File: src/rtl/ndro_emu_pkg.sv
// ---------------------------------------------------------------------------
// ndro_emu_pkg
// Shared definitions for the NDRO emulation bank:
//   - default timing constants, all expressed in system-clock cycles
//   - the per-channel storage state enum
//   - a saturating add used by the violation counter
// No ports (package).
// ---------------------------------------------------------------------------
package ndro_emu_pkg;

  // Default timing, in clock cycles.
  localparam int DLY_RD_OUT_DEF    = 7;
  localparam int CT_CLR_SET_S0_DEF = 2;
  localparam int CT_CLR_SET_S1_DEF = 1;
  localparam int CT_RD_CLR_DEF     = 2;
  localparam int CT_RD_RD_DEF      = 7;
  localparam int STARTUP_CYC_DEF   = 4;

  // Window counters are sized for critical-timing values up to 31 cycles.
  localparam int CT_W = 5;

  // Stored bit of one NDRO cell.
  typedef enum logic {
    NDRO_S0 = 1'b0,  // empty
    NDRO_S1 = 1'b1   // stored
  } ndro_state_e;

  // Adds inc to cur and clamps the result at max_val.
  function automatic logic [31:0] sat_inc(input logic [31:0] cur,
                                          input logic [31:0] inc,
                                          input logic [31:0] max_val);
    logic [32:0] sum;
    sum = {1'b0, cur} + {1'b0, inc};
    if (sum > {1'b0, max_val}) begin
      return max_val;
    end else begin
      return sum[31:0];
    end
  endfunction

endpackage

File: src/rtl/ndro_emu_bank_if.sv
// ---------------------------------------------------------------------------
// ndro_emu_bank_if
// Pulse and status bundle of the NDRO emulation bank.
//   set_i     WIDTH  per-channel set pulse
//   clr_i     WIDTH  per-channel NDRO clear pulse
//   rd_i      1      shared readout pulse
//   out_o     WIDTH  per-channel output pulse
//   state_o   WIDTH  stored bit per channel
//   err_o     WIDTH  sticky per-channel violation flag
//   err_cnt_o ERRW   saturating violation count
// master drives the pulses, slave (the bank) drives the status.
// ---------------------------------------------------------------------------
interface ndro_emu_bank_if #(
  parameter int WIDTH = 8,
  parameter int ERRW  = 16
) ();

  logic [WIDTH-1:0] set_i;
  logic [WIDTH-1:0] clr_i;
  logic             rd_i;
  logic [WIDTH-1:0] out_o;
  logic [WIDTH-1:0] state_o;
  logic [WIDTH-1:0] err_o;
  logic [ERRW-1:0]  err_cnt_o;

  modport master (
    output set_i, clr_i, rd_i,
    input  out_o, state_o, err_o, err_cnt_o
  );

  modport slave (
    input  set_i, clr_i, rd_i,
    output out_o, state_o, err_o, err_cnt_o
  );

endinterface

File: src/rtl/ndro_emu_cell.sv
// ---------------------------------------------------------------------------
// ndro_emu_cell
// One NDRO channel: stored state, the three critical-timing windows
// (clr->set, rd->clr, rd->rd), the readout delay line and the per-cycle
// violation count.
//   clk       system clock
//   rst       asynchronous active-high reset
//   i_set     set pulse (already startup-gated)
//   i_clr     clear pulse (already startup-gated)
//   i_rd      readout pulse (already startup-gated)
//   o_out     output pulse, DLY_RD_OUT cycles after an accepted state-1 read
//   o_state   stored bit
//   o_viol_n  number of pulses rejected this cycle (0..3)
// ---------------------------------------------------------------------------
module ndro_emu_cell
  import ndro_emu_pkg::*;
#(
  parameter int DLY_RD_OUT    = DLY_RD_OUT_DEF,
  parameter int CT_CLR_SET_S0 = CT_CLR_SET_S0_DEF,
  parameter int CT_CLR_SET_S1 = CT_CLR_SET_S1_DEF,
  parameter int CT_RD_CLR     = CT_RD_CLR_DEF,
  parameter int CT_RD_RD      = CT_RD_RD_DEF
) (
  input  logic       clk,
  input  logic       rst,
  input  logic       i_set,
  input  logic       i_clr,
  input  logic       i_rd,
  output logic       o_out,
  output logic       o_state,
  output logic [1:0] o_viol_n
);

  localparam logic [CT_W-1:0] CNT_ONE = CT_W'(1);

  // The trigger cycle is already part of the window, so the counter is
  // reloaded with CT-1; the trigger cycle itself is covered by the EN_* terms.
  localparam logic [CT_W-1:0] LD_SET_S0 = (CT_CLR_SET_S0 > 0) ? CT_W'(CT_CLR_SET_S0 - 1) : '0;
  localparam logic [CT_W-1:0] LD_SET_S1 = (CT_CLR_SET_S1 > 0) ? CT_W'(CT_CLR_SET_S1 - 1) : '0;
  localparam logic [CT_W-1:0] LD_RD_CLR = (CT_RD_CLR > 0) ? CT_W'(CT_RD_CLR - 1) : '0;
  localparam logic [CT_W-1:0] LD_RD_RD  = (CT_RD_RD > 0) ? CT_W'(CT_RD_RD - 1) : '0;
  localparam logic EN_SET_S0 = (CT_CLR_SET_S0 > 0);
  localparam logic EN_SET_S1 = (CT_CLR_SET_S1 > 0);
  localparam logic EN_RD_CLR = (CT_RD_CLR > 0);

  ndro_state_e           r_state;
  ndro_state_e           w_state_nx;
  logic [CT_W-1:0]       r_set_cnt;
  logic [CT_W-1:0]       r_clr_cnt;
  logic [CT_W-1:0]       r_rd_cnt;
  logic [DLY_RD_OUT-1:0] r_dly;

  logic            w_rd_win;
  logic            w_rd_viol;
  logic            w_rd_acc;
  logic            w_clr_win;
  logic            w_clr_viol;
  logic            w_clr_acc;
  logic            w_set_win;
  logic            w_set_viol;
  logic            w_set_acc;
  logic [CT_W-1:0] w_set_ld;
  logic            w_set_en;

  // Event evaluation against the state at cycle start; rd, then clr, then set,
  // because a same-cycle rd opens the clr window and a same-cycle clr opens
  // the set window.
  always_comb begin
    w_rd_win   = (r_rd_cnt != '0);
    w_rd_viol  = i_rd & w_rd_win;
    w_rd_acc   = i_rd & ~w_rd_win & (r_state == NDRO_S1);

    w_clr_win  = (r_clr_cnt != '0) | (w_rd_acc & EN_RD_CLR);
    w_clr_viol = i_clr & w_clr_win;
    w_clr_acc  = i_clr & ~w_clr_win;

    if (r_state == NDRO_S1) begin
      w_set_ld = LD_SET_S1;
      w_set_en = EN_SET_S1;
    end else begin
      w_set_ld = LD_SET_S0;
      w_set_en = EN_SET_S0;
    end

    w_set_win  = (r_set_cnt != '0) | (w_clr_acc & w_set_en);
    w_set_viol = i_set & w_set_win;
    w_set_acc  = i_set & ~w_set_win;
  end

  // Next-state logic; a set accepted alongside a clr wins (only possible
  // when the clr->set window is disabled).
  always_comb begin
    w_state_nx = r_state;
    case (r_state)
      NDRO_S0: begin
        if (w_set_acc) begin
          w_state_nx = NDRO_S1;
        end else begin
          w_state_nx = NDRO_S0;
        end
      end
      NDRO_S1: begin
        if (w_clr_acc && !w_set_acc) begin
          w_state_nx = NDRO_S0;
        end else begin
          w_state_nx = NDRO_S1;
        end
      end
      default: w_state_nx = NDRO_S0;
    endcase
  end

  // State register.
  always_ff @(posedge clk or posedge rst) begin
    if (rst) begin
      r_state <= NDRO_S0;
    end else begin
      r_state <= w_state_nx;
    end
  end

  // Window counters: reload on an accepted trigger, otherwise count down to 0.
  always_ff @(posedge clk or posedge rst) begin
    if (rst) begin
      r_set_cnt <= '0;
      r_clr_cnt <= '0;
      r_rd_cnt  <= '0;
    end else begin
      if (w_clr_acc) begin
        r_set_cnt <= w_set_ld;
      end else if (r_set_cnt != '0) begin
        r_set_cnt <= r_set_cnt - CNT_ONE;
      end else begin
        r_set_cnt <= r_set_cnt;
      end

      if (w_rd_acc) begin
        r_clr_cnt <= LD_RD_CLR;
        r_rd_cnt  <= LD_RD_RD;
      end else begin
        r_clr_cnt <= (r_clr_cnt != '0) ? r_clr_cnt - CNT_ONE : r_clr_cnt;
        r_rd_cnt  <= (r_rd_cnt != '0) ? r_rd_cnt - CNT_ONE : r_rd_cnt;
      end
    end
  end

  // Readout delay line; stage k holds a read accepted k+1 cycles ago.
  always_ff @(posedge clk or posedge rst) begin
    if (rst) begin
      r_dly <= '0;
    end else begin
      r_dly[0] <= w_rd_acc;
      for (int k = 1; k < DLY_RD_OUT; k++) begin
        r_dly[k] <= r_dly[k-1];
      end
    end
  end

  assign o_out    = r_dly[DLY_RD_OUT-1];
  assign o_state  = (r_state == NDRO_S1);
  assign o_viol_n = {1'b0, w_rd_viol} + {1'b0, w_clr_viol} + {1'b0, w_set_viol};

endmodule

File: src/rtl/ndro_emu_bank.sv
// ---------------------------------------------------------------------------
// ndro_emu_bank
// Bank of WIDTH emulated NDRO cells sharing one readout line. Owns the
// startup guard, the rd fan-out and the violation flags/counter.
//   clk    system clock; all pulses sampled on its rising edge
//   reset  asynchronous active-high reset
//   bus    ndro_emu_bank_if.slave: set_i/clr_i/rd_i in, out_o/state_o/
//          err_o/err_cnt_o out
// ---------------------------------------------------------------------------
module ndro_emu_bank
  import ndro_emu_pkg::*;
#(
  parameter int WIDTH         = 8,
  parameter int DLY_RD_OUT    = DLY_RD_OUT_DEF,
  parameter int CT_CLR_SET_S0 = CT_CLR_SET_S0_DEF,
  parameter int CT_CLR_SET_S1 = CT_CLR_SET_S1_DEF,
  parameter int CT_RD_CLR     = CT_RD_CLR_DEF,
  parameter int CT_RD_RD      = CT_RD_RD_DEF,
  parameter int STARTUP_CYC   = STARTUP_CYC_DEF,
  parameter int ERRW          = 16
) (
  input  logic           clk,
  input  logic           reset,
  ndro_emu_bank_if.slave bus
);

  localparam int ST_W = (STARTUP_CYC > 1) ? $clog2(STARTUP_CYC + 1) : 1;
  localparam logic [ST_W-1:0] ST_ONE  = ST_W'(1);
  localparam logic [31:0]     ERR_MAX = 32'((64'd1 << ERRW) - 64'd1);

  logic [ST_W-1:0]  r_start_cnt;
  logic [WIDTH-1:0] r_err;
  logic [ERRW-1:0]  r_err_cnt;

  logic             w_run;
  logic [WIDTH-1:0] w_set;
  logic [WIDTH-1:0] w_clr;
  logic             w_rd;
  logic [WIDTH-1:0] w_out;
  logic [WIDTH-1:0] w_state;
  logic [1:0]       w_viol_n [WIDTH];
  logic [WIDTH-1:0] w_viol_any;
  logic [31:0]      w_viol_sum;

  // Pulses are dropped silently while the startup counter is still running.
  assign w_run = (r_start_cnt == '0);
  assign w_set = bus.set_i & {WIDTH{w_run}};
  assign w_clr = bus.clr_i & {WIDTH{w_run}};
  assign w_rd  = bus.rd_i & w_run;

  // Startup guard counter, reloaded by reset and counting down to 0.
  always_ff @(posedge clk or posedge reset) begin
    if (reset) begin
      r_start_cnt <= ST_W'(STARTUP_CYC);
    end else if (r_start_cnt != '0) begin
      r_start_cnt <= r_start_cnt - ST_ONE;
    end else begin
      r_start_cnt <= r_start_cnt;
    end
  end

  for (genvar g = 0; g < WIDTH; g++) begin : g_cell
    ndro_emu_cell #(
      .DLY_RD_OUT    (DLY_RD_OUT),
      .CT_CLR_SET_S0 (CT_CLR_SET_S0),
      .CT_CLR_SET_S1 (CT_CLR_SET_S1),
      .CT_RD_CLR     (CT_RD_CLR),
      .CT_RD_RD      (CT_RD_RD)
    ) u_cell (
      .clk      (clk),
      .rst      (reset),
      .i_set    (w_set[g]),
      .i_clr    (w_clr[g]),
      .i_rd     (w_rd),
      .o_out    (w_out[g]),
      .o_state  (w_state[g]),
      .o_viol_n (w_viol_n[g])
    );
  end

  // Total rejected pulses this cycle across all channels.
  always_comb begin
    w_viol_sum = '0;
    w_viol_any = '0;
    for (int i = 0; i < WIDTH; i++) begin
      w_viol_sum    = w_viol_sum + 32'(w_viol_n[i]);
      w_viol_any[i] = (w_viol_n[i] != 2'd0);
    end
  end

  // Sticky flags and saturating counter; cleared only by reset.
  always_ff @(posedge clk or posedge reset) begin
    if (reset) begin
      r_err     <= '0;
      r_err_cnt <= '0;
    end else begin
      r_err     <= r_err | w_viol_any;
      r_err_cnt <= ERRW'(sat_inc(32'(r_err_cnt), w_viol_sum, ERR_MAX));
    end
  end

  assign bus.out_o     = w_out;
  assign bus.state_o   = w_state;
  assign bus.err_o     = r_err;
  assign bus.err_cnt_o = r_err_cnt;

endmodule

File: src/flat_wrapper.sv
// flat-port wrapper written by rule: the top's interface ports become plain ports
module ndro_emu_bank_flat import ndro_emu_pkg::*;
#(
  parameter int WIDTH         = 8,
  parameter int DLY_RD_OUT    = DLY_RD_OUT_DEF,
  parameter int CT_CLR_SET_S0 = CT_CLR_SET_S0_DEF,
  parameter int CT_CLR_SET_S1 = CT_CLR_SET_S1_DEF,
  parameter int CT_RD_CLR     = CT_RD_CLR_DEF,
  parameter int CT_RD_RD      = CT_RD_RD_DEF,
  parameter int STARTUP_CYC   = STARTUP_CYC_DEF,
  parameter int ERRW          = 16
)
  (clk, reset, bus_set_i, bus_clr_i, bus_rd_i, bus_out_o, bus_state_o, bus_err_o, bus_err_cnt_o);
  ndro_emu_bank_if #(.WIDTH(WIDTH), .ERRW(ERRW)) bus_i ();
  input  logic clk;
  input  logic reset;
  input wire logic [$bits(bus_i.set_i)-1:0] bus_set_i;
  input wire logic [$bits(bus_i.clr_i)-1:0] bus_clr_i;
  input wire logic [$bits(bus_i.rd_i)-1:0] bus_rd_i;
  output wire logic [$bits(bus_i.out_o)-1:0] bus_out_o;
  output wire logic [$bits(bus_i.state_o)-1:0] bus_state_o;
  output wire logic [$bits(bus_i.err_o)-1:0] bus_err_o;
  output wire logic [$bits(bus_i.err_cnt_o)-1:0] bus_err_cnt_o;
  assign bus_i.set_i = bus_set_i;
  assign bus_i.clr_i = bus_clr_i;
  assign bus_i.rd_i = bus_rd_i;
  assign bus_out_o = bus_i.out_o;
  assign bus_state_o = bus_i.state_o;
  assign bus_err_o = bus_i.err_o;
  assign bus_err_cnt_o = bus_i.err_cnt_o;
  ndro_emu_bank #(.WIDTH(WIDTH), .DLY_RD_OUT(DLY_RD_OUT), .CT_CLR_SET_S0(CT_CLR_SET_S0), .CT_CLR_SET_S1(CT_CLR_SET_S1), .CT_RD_CLR(CT_RD_CLR), .CT_RD_RD(CT_RD_RD), .STARTUP_CYC(STARTUP_CYC), .ERRW(ERRW)) u_core (.clk(clk), .reset(reset), .bus(bus_i));
endmodule
File: config.mk
export PLATFORM = sky130hd
export DESIGN_NAME = ndro_emu_bank_flat
export DESIGN_NICKNAME = d
export VERILOG_FILES = /design/src/rtl/ndro_emu_pkg.sv /design/src/rtl/ndro_emu_bank_if.sv /design/src/rtl/ndro_emu_cell.sv /design/src/rtl/ndro_emu_bank.sv /design/src/flat_wrapper.sv
export SDC_FILE = /design/constraint.sdc
export NUM_CORES = 1
export LEC_CHECK = 0
export CORE_UTILIZATION = 60
export CTS_CLUSTER_DIAMETER = 50
export DETAILED_ROUTE_END_ITERATION = 10
export PLACE_DENSITY_LB_ADDON = 0.1
export SLEW_MARGIN = 0
export SYNTH_ARGS = -nofsm -noshare
export SYNTH_HDL_FRONTEND = slang
export SYNTH_SLANG_ARGS = --single-unit
File: constraint.sdc
create_clock -name clk -period 18.5 [get_ports clk]
set_input_delay 5.55 -clock clk [delete_from_list [all_inputs] [get_ports clk]]
set_output_delay 5.55 -clock clk [all_outputs]
set_load 0.005 [all_outputs]
=== After elaboration in Yosys (flattened, before gate mapping) ===
Cells that the tools add are included.

* Memories: 0
* Bits of input ports: 19
* ROM bits: 0
* Logic and storage cells: 356
* RAM bits: 0
* Register bits: 211
* Latch bits: 0
* Output and inout port bits: 40

* Multiply operators: 0
* Add/sub/neg operators: 49
* $lt $le $gt $ge: 1
* Bitwise logic cells: 108
* Shifts and indexed selects: 0
* Equal/unequal tests: 0
* Reductions and logical operators: 74
* Muxes and demuxes: 81
* Div/mod/pow operators: 0

{| class="wikitable"
|+ Operators with widths
! cell !! number
|-
| $mux 5 || 48
|-
| $add 32x2->32 || 6
|-
| $reduce_bool 5->1 || 24
|-
| $sub 5x1->5 const B || 24
|-
| $reduce_bool 2->1 || 32
|-
| $and 1x1->1 || 57
|-
| $add 16x32->33 || 1
|-
| $gt 33x16->1 const B || 1
|-
| $not 1->1 || 32
|-
| $mux 1 || 24
|-
| $add 1x1->2 || 8
|-
| $add 2x1->2 || 8
|-
| $and 8x8->8 || 2
|-
| $mux 16 || 1
|-
| $or 1x1->1 || 16
|-
| $pmux 1 s2 || 8
|-
| $logic_and 1x1->1 || 8
|-
| $logic_not 1->1 || 8
|-
| $or 8x8->8 || 1
|-
| $add 2x2->3 || 1
|-
| $logic_not 3->1 || 1
|-
| $reduce_bool 3->1 || 1
|-
| $sub 3x1->3 const B || 1
|}

=== Logic depth before layout (Yosys ltp) ===
Gate-level depths: netlist of run 1.

* Depth in word-level cells: 20
* Gate-level depth with buffers: 26
* Mapped depth without buffers: 24

=== Modules after synthesis ===
A second synthesis of run 1 with hierarchy kept.

* Cells, all modules: 923
* Area total of the unflattened synthesis: 10,441.3 µm²

{| class="wikitable"
|+ By module, submodules not included
! module !! area each (µm²) !! times used !! cells an instance !! sequential area each (µm²)
|-
| ndro_emu_cell (u_core.g_cell[0].u_cell ...) || 1,068.5 || 5 || 93 || 575.6
|-
| ndro_emu_cell (u_core.g_cell[3].u_cell ...) || 1,084.8 || 3 || 92 || 575.6
|-
| ndro_emu_bank || 1,844.3 || 1 || 182 || 676.9
|}

=== Worst setup path before layout of run 1 ===
Ideal clock, no wire load.

* Kind: input -> register
* Start point: input port bus_rd_i
* End point: register u_core.r_err_cnt[12], in the netlist u_core.bus.err_cnt_o[12]
* Data arrival time: 11.092 ns
* Required time: 18.375 ns
* Path buffers: 2
* Cell stages on the path: 18
* Setup slack: 7.284 ns
* Library setup time: 0.125 ns
* Cell sequence: buf_4 and2_0 clkbuf_1 nand3_1 a21oi_1 fa_1 ha_1 fa_1 fa_1 fa_1 fa_1 ha_1 fa_1 ha_1 nor2b_1 o31a_1 o211ai_1 mux2_2

* Word-level cells in the longest chain between the ends: 19
* Elaborated cells between the ends (all ways): 99
* Those cells by class: 24 x add/sub; 1 x order compare; 1 x mux; 73 x bitwise

{| class="wikitable"
|+ Ends and longest elaborated chain
! element !! RTL line !! source
|-
| from (decl) || flat_wrapper.sv:19 || <nowiki>input wire logic [$bits(bus_i.rd_i)-1:0] bus_rd_i;</nowiki>
|-
| $and 1x1->1 (*) || ndro_emu_bank.sv:49 || <nowiki>assign w_rd = bus.rd_i & w_run;</nowiki>
|-
| $and 1x1->1 (2 in series) || ndro_emu_cell.sv:71 || <nowiki>w_rd_acc = i_rd & ~w_rd_win & (r_state == NDRO_S1);</nowiki>
|-
| $or 1x1->1 || ndro_emu_cell.sv:73 || <nowiki>w_clr_win = (r_clr_cnt != '0) | (w_rd_acc & EN_RD_CLR);</nowiki>
|-
| $not 1->1 || ndro_emu_cell.sv:75 || <nowiki>w_clr_acc = i_clr & ~w_clr_win;</nowiki>
|-
| $and 1x1->1 || ndro_emu_cell.sv:75 ||
|-
| $or 1x1->1 || ndro_emu_cell.sv:85 || <nowiki>w_set_win = (r_set_cnt != '0) | (w_clr_acc & w_set_en);</nowiki>
|-
| $and 1x1->1 || ndro_emu_cell.sv:86 || <nowiki>w_set_viol = i_set & w_set_win;</nowiki>
|-
| $add 2x1->2 || ndro_emu_cell.sv:161 || <nowiki>assign o_viol_n = {1'b0, w_rd_viol} + {1'b0, w_clr_viol} + {1'b0, w_set_viol};</nowiki>
|-
| $add 2x2->3 || ndro_emu_bank.sv:86 || <nowiki>w_viol_sum = w_viol_sum + 32'(w_viol_n[i]);</nowiki>
|-
| $add 32x2->32 (5 in series) || ndro_emu_bank.sv:86 ||
|-
| $add 32x2->32 (*) || ndro_emu_bank.sv:86 ||
|-
| $add 16x32->33 (*) || ndro_emu_pkg.sv:33 || <nowiki>sum = {1'b0, cur} + {1'b0, inc};</nowiki>
|-
| $gt 33x16->1 || ndro_emu_pkg.sv:34 || <nowiki>if (sum > {1'b0, max_val}) begin</nowiki>
|-
| $mux 16 (*) || ndro_emu_pkg.sv:34 ||
|-
| to (signal assigned) || ndro_emu_bank.sv:98 || <nowiki>r_err_cnt <= ERRW'(sat_inc(32'(r_err_cnt), w_viol_sum, ERR_MAX));</nowiki>
|-
| to (decl) || ndro_emu_bank.sv:33 || <nowiki>logic [ERRW-1:0] r_err_cnt;</nowiki>
|}

Mark *: on every way between the ends. The rest lies on a longest branch, timed or not.
A chain may end at the register's enable or synchronous reset.

=== Worst setup path after layout of run 1 ===
* Start point: input port bus_rd_i
* End point: register u_core.r_err_cnt[9], in the netlist u_core.bus.err_cnt_o[9]

Same word-level chain as after synthesis.

==> run summary, run 1 <==
SETUP PATH
------------------------------------------------------------------------------
Required time of the critical path                                    18.88 ns
Type of destination of the critical path                              register
Worst-path fanout max                                                       13
Arrival time worst endpoint                                           13.15 ns
Critical path class                                                     in2reg
Startpoint Class                                                    input port

TIMING
------------------------------------------------------------------------------
Tcrit/Tclk final                                                         0.690
Setup-violating endpoint count in the final report                           0
RSZ-0062 raised after global routing                                     false
Slew Viols, Final                                                            0
Accumulated negative setup slack                                          0 ns
Slew of the pin with the lowest slew margin                            1.04 ns
Count of endpoints failing hold in the final timing report                   0
Clk_skew                                                             0.0154 ns
Time the worst path needs with I/O delays and setup                   12.77 ns
Worst slew slack as a fraction of its limit                              0.305
Max Fclk                                                              78.3 MHz

CLOCK TREE
------------------------------------------------------------------------------
Worst-path clk slew                                                    0.06 ns
Number of clock sinks seen by CTS                                          211
Post CTS Setup Buffer Count                                                  0
Number of cells upsized or downsized after cts                               0
H-Tree Depth                                                                 1
Clock tree from TritonCTS                                                  yes
CTS Root Cell                                                     sky130_fd_sc_hd__clkbuf_16
Hold buffers post-CTS                                                        0
Number of buffers created by CTS                                            24
Latest clock arrival within the worst-skew pair                        0.50 ns
Clk buf depth                                                                3

PLACE
------------------------------------------------------------------------------
Number of buffer cells added on primary ports                               58
Sum of net half-perimeters after detailed placement                   13100 µm
Gp weighted congestion                                                   0.848

ROUTE
------------------------------------------------------------------------------
Total number of vias                                                      6621
Detailed-router iteration count before antenna repair                        5
Detail Route Antenna Nets                                                    0
Total wirelength of the detailed-routed design                        18700 µm
Remaining design rule violation count                                        0
Via density                                                               5.53
Average detailed-routed wire length per instance                       15.6 µm
Number of DRC violations after detailed-routing iteration 0                316

SYNTHESIS
------------------------------------------------------------------------------
Flops & latches, synth                                                     211
Number of different library cells in the post-synthesis netlist             48
Post-synthesis sequential area ratio                                     0.529
Count of flip-flops with a built-in enable after synthesis                   0
YS warnings                                                                  0
Total standard cell area after synthesis                              9980 µm²
Nets in the synthesized netlist                                            990
Primary flip-flop cell chosen by synthesis mapping                sky130_fd_sc_hd__dfrtp_1
Cells after synthesis                                                      902
Asr flop ratio synth                                                      1.00
Mean instance size in the synthesized netlist                         11.1 µm²

GLOBAL ROUTING
------------------------------------------------------------------------------
Congestion Overflow GR                                                       0
Global-route total usage across every layer                              0.234
Most used routing layer                                                   met2
Met1 demand-to-capacity share in global routing                          0.314
Largest net degree at the start of global routing                          134
Vias in the first global route                                            6678
Wire length of the first global-routing pass                          31600 µm
Met3 Usage GRT                                                          0.0342
Routing usage on met2                                                    0.396
Antenna violations before repair                                             0

FLOORPLAN
------------------------------------------------------------------------------
Cell row count                                                              46
Chip height                                                             131 µm
Die span in x                                                           131 µm
Effective utilization at floorplan                                       0.621
Core Footprint                                                       16100 µm²
Die Area                                                             17100 µm²
I/O pin total                                                               59

CELLS AND AREA
------------------------------------------------------------------------------
Filler Cell Count                                                         1107
Nets@finish                                                               1052
ANT cells                                                                    0
Area growth from synthesis to final layout                               14.9%
Layout cells sized above 1                                              0.0998
Most frequent cells in the layout                                 sky130_fd_sc_hd__dfrtp_1, sky130_fd_sc_hd__nor2_1, sky130_fd_sc_hd__inv_1
Commonest non-fill, non-tap cell in the layout                    sky130_fd_sc_hd__dfrtp_1

FLOW RUN
------------------------------------------------------------------------------
Number of max-cap violations                                                 0

STATUS
------------------------------------------------------------------------------
Run status                                                        complete, no violations

WORST HOLD PATH
------------------------------------------------------------------------------
Classification of the worst-slack hold path                            reg2reg

metrics by stage:
stage	util	area (µm²)	instances	setup slack, ns	hold WS [ns]
6_report	0.714	11500	1198	5.73	0.344
5_1_grt	0.714	11500	1198	5.34	0.341
3_3_place_gp	0.666	10700	1154	5.42	0.331
3_5_place_dp	0.666	10700	1154	5.23	0.335
2_1_floorplan	-	9980	902	7.19	0.331
4_1_cts	0.714	11500	1198	5.71	0.340
registers in the layout, summed over array words and instances (netlist names):
| signal | cells |
|---|---|
| u_core.bus.err_o | 8 |
| u_core.g_cell.u_cell.o_state | 8 |
| u_core.r_start_cnt | 3 |
| u_core.bus.err_cnt_o | 16 |
| u_core.g_cell.u_cell.r_set_cnt | 40 |
| u_core.g_cell.u_cell.r_clr_cnt | 40 |
| u_core.g_cell.u_cell.r_dly | 56 |
| u_core.g_cell.u_cell.r_rd_cnt | 40 |
per-layer routing:
| layer | vias up | wire (µm) |
|---|---|---|
| met2 | 155 | 9190 |
| met3 | 30 | 777 |
| li1 | 3158 | - |
| met4 | 0 | 351 |
| met1 | 3278 | 8350 |
| met5 | - | 0 |
Yosys cell counts (7+ instances only):
cell                         n  share of area
sky130_fd_sc_hd__inv_2       7         0.0026
sky130_fd_sc_hd__mux2_2     14          0.016
sky130_fd_sc_hd__xnor2_1    38          0.033
sky130_fd_sc_hd__nor2b_1    11         0.0069
sky130_fd_sc_hd__xor2_1     15          0.013
sky130_fd_sc_hd__dfrtp_1   210           0.53
sky130_fd_sc_hd__a31oi_1    16          0.010
sky130_fd_sc_hd__nor2_1     98          0.037
sky130_fd_sc_hd__and3_1     12         0.0075
sky130_fd_sc_hd__nand2_1    68          0.026
sky130_fd_sc_hd__nand3_1    16         0.0080
sky130_fd_sc_hd__nor4_1     24          0.015
sky130_fd_sc_hd__fa_1       20          0.040
sky130_fd_sc_hd__a21oi_1    47          0.024
sky130_fd_sc_hd__buf_4      19          0.014
sky130_fd_sc_hd__ha_1       49          0.061
sky130_fd_sc_hd__o21ai_0    15         0.0075
sky130_fd_sc_hd__inv_1      87          0.033
sky130_fd_sc_hd__a211oi_1   10         0.0075
sky130_fd_sc_hd__a21o_1     11         0.0083
sky130_fd_sc_hd__or3_1      18          0.011
sky130_fd_sc_hd__nor3_1     30          0.015
worst paths after layout:
check / from / slack [ns] / cells past startpoint / endpoint
max: bus_rd_i / 5.73 / 19 / u_core.bus.err_cnt_o[9]$_DFF_PP0_
min: u_core.g_cell[3].u_cell.r_dly[0]$_DFF_PP0_ / 0.34 / 0 / u_core.g_cell[3].u_cell.r_dly[1]$_DFF_PP0_
max reg2reg: u_core.r_start_cnt[0]$_DFFE_PP0P_ / 10.40 / 22 / u_core.bus.err_cnt_o[9]$_DFF_PP0_
min reg2reg: u_core.g_cell[3].u_cell.r_dly[0]$_DFF_PP0_ / 0.34 / 0 / u_core.g_cell[3].u_cell.r_dly[1]$_DFF_PP0_
max in group asynchronous: reset / 11.30 / 3 / u_core.g_cell[7].u_cell.r_clr_cnt[0]$_DFFE_PP0P_
min in group asynchronous: reset / 5.65 / 2 / u_core.g_cell[5].u_cell.r_clr_cnt[0]$_DFFE_PP0P_
cell type report:
class                           instances  area [µm²]  area share
Inverter                               94         360      0.0314
Sequential cell                       211        5280       0.461
Tap cell                              216         270      0.0236
Timing Repair Buffer                   61         603      0.0526
Multi-Input combinational cell        572        4180       0.364
Clock inverter                         10        85.1     0.00742
Clock buffer                           34         689      0.0601
kinds of logic (layout without fill, tap and decap cells):
| logic type | count (synthesis) | after routing | synth area share |
|---|---|---|---|
| simple gates | 318 | 318 | 0.171 |
| compound gates | 117 | 117 | 0.0828 |
| mux | 15 | 15 | 0.0168 |
| flops | 211 | 211 | 0.529 |
| fa+ha+maj | 69 | 69 | 0.102 |
| xor+xnor | 53 | 53 | 0.0465 |
| buf+inv | 119 | 199 | 0.0523 |
critical path, stage by stage:
cell,delay (ns)
sky130_fd_sc_hd__clkdlybuf4s50_1,1.15
sky130_fd_sc_hd__and2_0,0.35
sky130_fd_sc_hd__buf_4,0.25
sky130_fd_sc_hd__nand3_1,0.19
sky130_fd_sc_hd__a21oi_1,0.26
sky130_fd_sc_hd__fa_1,0.47
sky130_fd_sc_hd__ha_1,0.21
sky130_fd_sc_hd__fa_1,0.46
sky130_fd_sc_hd__fa_1,0.52
sky130_fd_sc_hd__fa_1,0.53
sky130_fd_sc_hd__fa_1,0.50
sky130_fd_sc_hd__ha_1,0.24
sky130_fd_sc_hd__fa_1,0.46
sky130_fd_sc_hd__ha_1,0.34
sky130_fd_sc_hd__nor2b_1,0.18
sky130_fd_sc_hd__o31a_1,0.30
sky130_fd_sc_hd__o211ai_1,0.76
sky130_fd_sc_hd__nand2_1,0.11
sky130_fd_sc_hd__mux2_2,0.29
Power of run 1 is not shown: default switching activity piles up to over one toggle a cycle in this logic, so the estimate is an artifact.
==> run 2: changes to the inputs <==
==> constraint.sdc (replaced) <==
create_clock -name clk -period 12.2 [get_ports clk]
set_input_delay 3.66 -clock clk [delete_from_list [all_inputs] [get_ports clk]]
set_output_delay 3.66 -clock clk [all_outputs]
set_load 0.005 [all_outputs]
==> run 2 against run 1 <==
  * Setup slack got worse by 3.9 ns
  * Cell count barely moved
  * Non-clock buffer count rose by 1
  * First-iteration DRC count fell by 6.3%
  * Global-route usage rose by 0.99 points
  * Utilization rose by 0.87 points
==> run summary, run 2 (synthesis results as in run 1) <==
SETUP PATH
----------------------------------------------------------------------------------
Required time of the critical path                                        12.58 ns   -6.30 ns
Count of buffer and inverter cells on the critical path                          3   +1
Critical path class                                                         in2reg
Cell breakdown of the critical path                                   clkdlybuf4s50_1 > buf_4 > a311oi_2 > inv_1 > a21oi_1 > fa_1 > ha_1 > fa_1 > fa_1 > fa_1 > fa_1 > ha_1 > fa_1 > ha_1 > nor2b_1 > o31a_1 > o211ai_1 > nand2_1 > mux2_2
Launching instance or port of the critical path                           bus_rd_i
Origin of the critical flop-to-flop path                              u_core.r_start_cnt[0]$_DFFE_PP0P_
Arrival time worst endpoint                                               10.72 ns   -2.43 ns
Worst-path fanout max                                                           13   unchanged
Setup slack of the worst register-to-register path                         4.08 ns   -6.32 ns
Instance count on the critical path                                             19   unchanged
Maximum cell stage delay along the critical path                           0.75 ns   -0.40 ns
Family with the most delay on the worst path                           adder cells
Path depth of the worst reg2reg path                                            22   unchanged
Worst R2R End                                                         u_core.bus.err_cnt_o[13]$_DFF_PP0_
Critical-path top delay cell                                          sky130_fd_sc_hd__o211ai_1
Type of destination of the critical path                                  register
Startpoint Class                                                        input port
CP Capture Point                                                      u_core.bus.err_cnt_o[13]$_DFF_PP0_
Most repeated library cell on the critical path                       sky130_fd_sc_hd__fa_1

TIMING
----------------------------------------------------------------------------------
Worst slew slack as a fraction of its limit                                  0.302   -0.00347
Slew of the pin with the lowest slew margin                                1.05 ns   +0.00845 ns
RSZ-0062 raised after global routing                                         false
Slew Viols, Final                                                                0   unchanged
Setup-violating endpoint count in the final report                               0   unchanged
Accumulated negative setup slack                                              0 ns   unchanged
Max Fclk                                                                  96.7 MHz
Final worst setup slack                                                    1.86 ns   -3.87 ns
Time the worst path needs with I/O delays and setup                       10.34 ns
Count of endpoints failing hold in the final timing report                       0   unchanged
Clk_skew                                                                 0.0233 ns   +0.00785 ns
Tcrit/Tclk final                                                             0.847

WORST HOLD PATH
----------------------------------------------------------------------------------
Classification of the worst-slack hold path                                reg2reg
Number of cells on the worst hold path                                           0   unchanged

CLOCK TREE
----------------------------------------------------------------------------------
Number of clock sinks seen by CTS                                              211   unchanged
Post CTS Setup Buffer Count                                                      0   unchanged
Hold buffers post-CTS                                                            0   unchanged
H-Tree Depth                                                                     1   unchanged
Worst-path clk slew                                                        0.06 ns   about the same
Number of buffers created by CTS                                                24   unchanged
Latest clock arrival within the worst-skew pair                            0.51 ns   about the same
Clk buf depth                                                                    3   unchanged
CTS Root Cell                                                         sky130_fd_sc_hd__clkbuf_16
Number of cells upsized or downsized after cts                                   0   unchanged
Clock tree from TritonCTS                                                      yes

PLACE
----------------------------------------------------------------------------------
Number of buffer cells added on primary ports                                   58   unchanged
Gp weighted congestion                                                       0.829   -2.2%
DP Worst Slack                                                             1.37 ns   -3.86 ns
Sum of net half-perimeters after detailed placement                       13400 µm   +2.6%

FLOW RUN
----------------------------------------------------------------------------------
Number of max-cap violations                                                     0   unchanged

STATUS
----------------------------------------------------------------------------------
Run status                                                            complete, no violations

CELLS AND AREA
----------------------------------------------------------------------------------
Flip-flop count of the largest register, all copies and words added             56   unchanged
ANT cells                                                                        0   unchanged
Filler Cell Count                                                             1113   +0.54%
Commonest non-fill, non-tap cell in the layout                        sky130_fd_sc_hd__dfrtp_1
Most frequent cells in the layout                                     sky130_fd_sc_hd__dfrtp_1, sky130_fd_sc_hd__nor2_1, sky130_fd_sc_hd__inv_1
Layout cells sized above 1                                                   0.104   +0.00397
Nets@finish                                                                   1053   +0.095%
Largest register by flop count                                        u_core.g_cell.u_cell.r_dly
Area growth from synthesis to final layout                                   16.3%

GLOBAL ROUTING
----------------------------------------------------------------------------------
Wire length of the first global-routing pass                              32700 µm   +3.4%
Congestion Overflow GR                                                           0   unchanged
Antenna violations before repair                                                 0   unchanged
Largest net degree at the start of global routing                              146   +9.0%
Vias in the first global route                                                6807   +1.9%
Global-route total usage across every layer                                  0.244   +0.00986

ROUTE
----------------------------------------------------------------------------------
Detail Route Antenna Nets                                                        0   unchanged
Total number of vias                                                          6695   +1.1%
Remaining design rule violation count                                            0   unchanged
Detailed-router iteration count before antenna repair                            5   unchanged
Average detailed-routed wire length per instance                           16.3 µm   +4.3%
Via density                                                                   5.58   +1.0%
Number of DRC violations after detailed-routing iteration 0                    296   -6.3%
Total wirelength of the detailed-routed design                            19500 µm   +4.4%

FLOORPLAN
----------------------------------------------------------------------------------
Die span in x                                                               131 µm   unchanged
Die Area                                                                 17100 µm²   unchanged
Cell row count                                                                  46   unchanged
Effective utilization at floorplan                                           0.621   unchanged
I/O pin total                                                                   59   unchanged
Chip height                                                                 131 µm   unchanged
Core Footprint                                                           16100 µm²   unchanged

run 2: worst min-delay path by stage:
stage / end / slack, ns / startpoint
6_report: u_core.g_cell[2].u_cell.r_dly[1]$_DFF_PP0_ / 0.34 / u_core.g_cell[2].u_cell.r_dly[0]$_DFF_PP0_
3_5_place_dp: u_core.g_cell[6].u_cell.r_dly[6]$_DFF_PP0_ / 0.33 / u_core.g_cell[6].u_cell.r_dly[5]$_DFF_PP0_
3_3_place_gp: u_core.g_cell[7].u_cell.r_dly[6]$_DFF_PP0_ / 0.33 / u_core.g_cell[7].u_cell.r_dly[5]$_DFF_PP0_
2_1_floorplan: u_core.g_cell[0].u_cell.r_dly[1]$_DFF_PP0_ / 0.33 / u_core.g_cell[0].u_cell.r_dly[0]$_DFF_PP0_
4_1_cts: u_core.g_cell[2].u_cell.r_dly[1]$_DFF_PP0_ / 0.35 / u_core.g_cell[2].u_cell.r_dly[0]$_DFF_PP0_
5_1_grt: u_core.g_cell[6].u_cell.r_dly[1]$_DFF_PP0_ / 0.35 / u_core.g_cell[6].u_cell.r_dly[0]$_DFF_PP0_
run 2: through the flow:
stage / hold WS [ns] / util / area [µm²] / instances
2_1_floorplan: 0.331 / - / 9980 / 902
3_3_place_gp: 0.332 / 0.666 / 10700 / 1155
3_5_place_dp: 0.335 / 0.666 / 10700 / 1155
4_1_cts: 0.348 / 0.723 / 11600 / 1199
5_1_grt: 0.349 / 0.723 / 11600 / 1199
6_report: 0.344 / 0.723 / 11600 / 1199
run 2: layout make-up:
class                   instances  area (µm²)  share of cell area
repair buffers                 62         611              0.0526
inverters                      94         360              0.0311
multi-input cells             572        4180               0.360
flip-flops and latches        211        5280               0.455
well taps                     216         270              0.0233
clock inverters                10         188              0.0162
clock buffers                  34         719              0.0620
run 2: layer usage:
metal,global-route usage,share of wire,vias to the layer above
li1,-,-,3172
met3,0.0366,0.038,45
met4,0.0818,0.028,0
met5,0,0,-
met2,0.417,0.50,141
met1,0.320,0.44,3337
Power of run 2 is left out for the same reason.
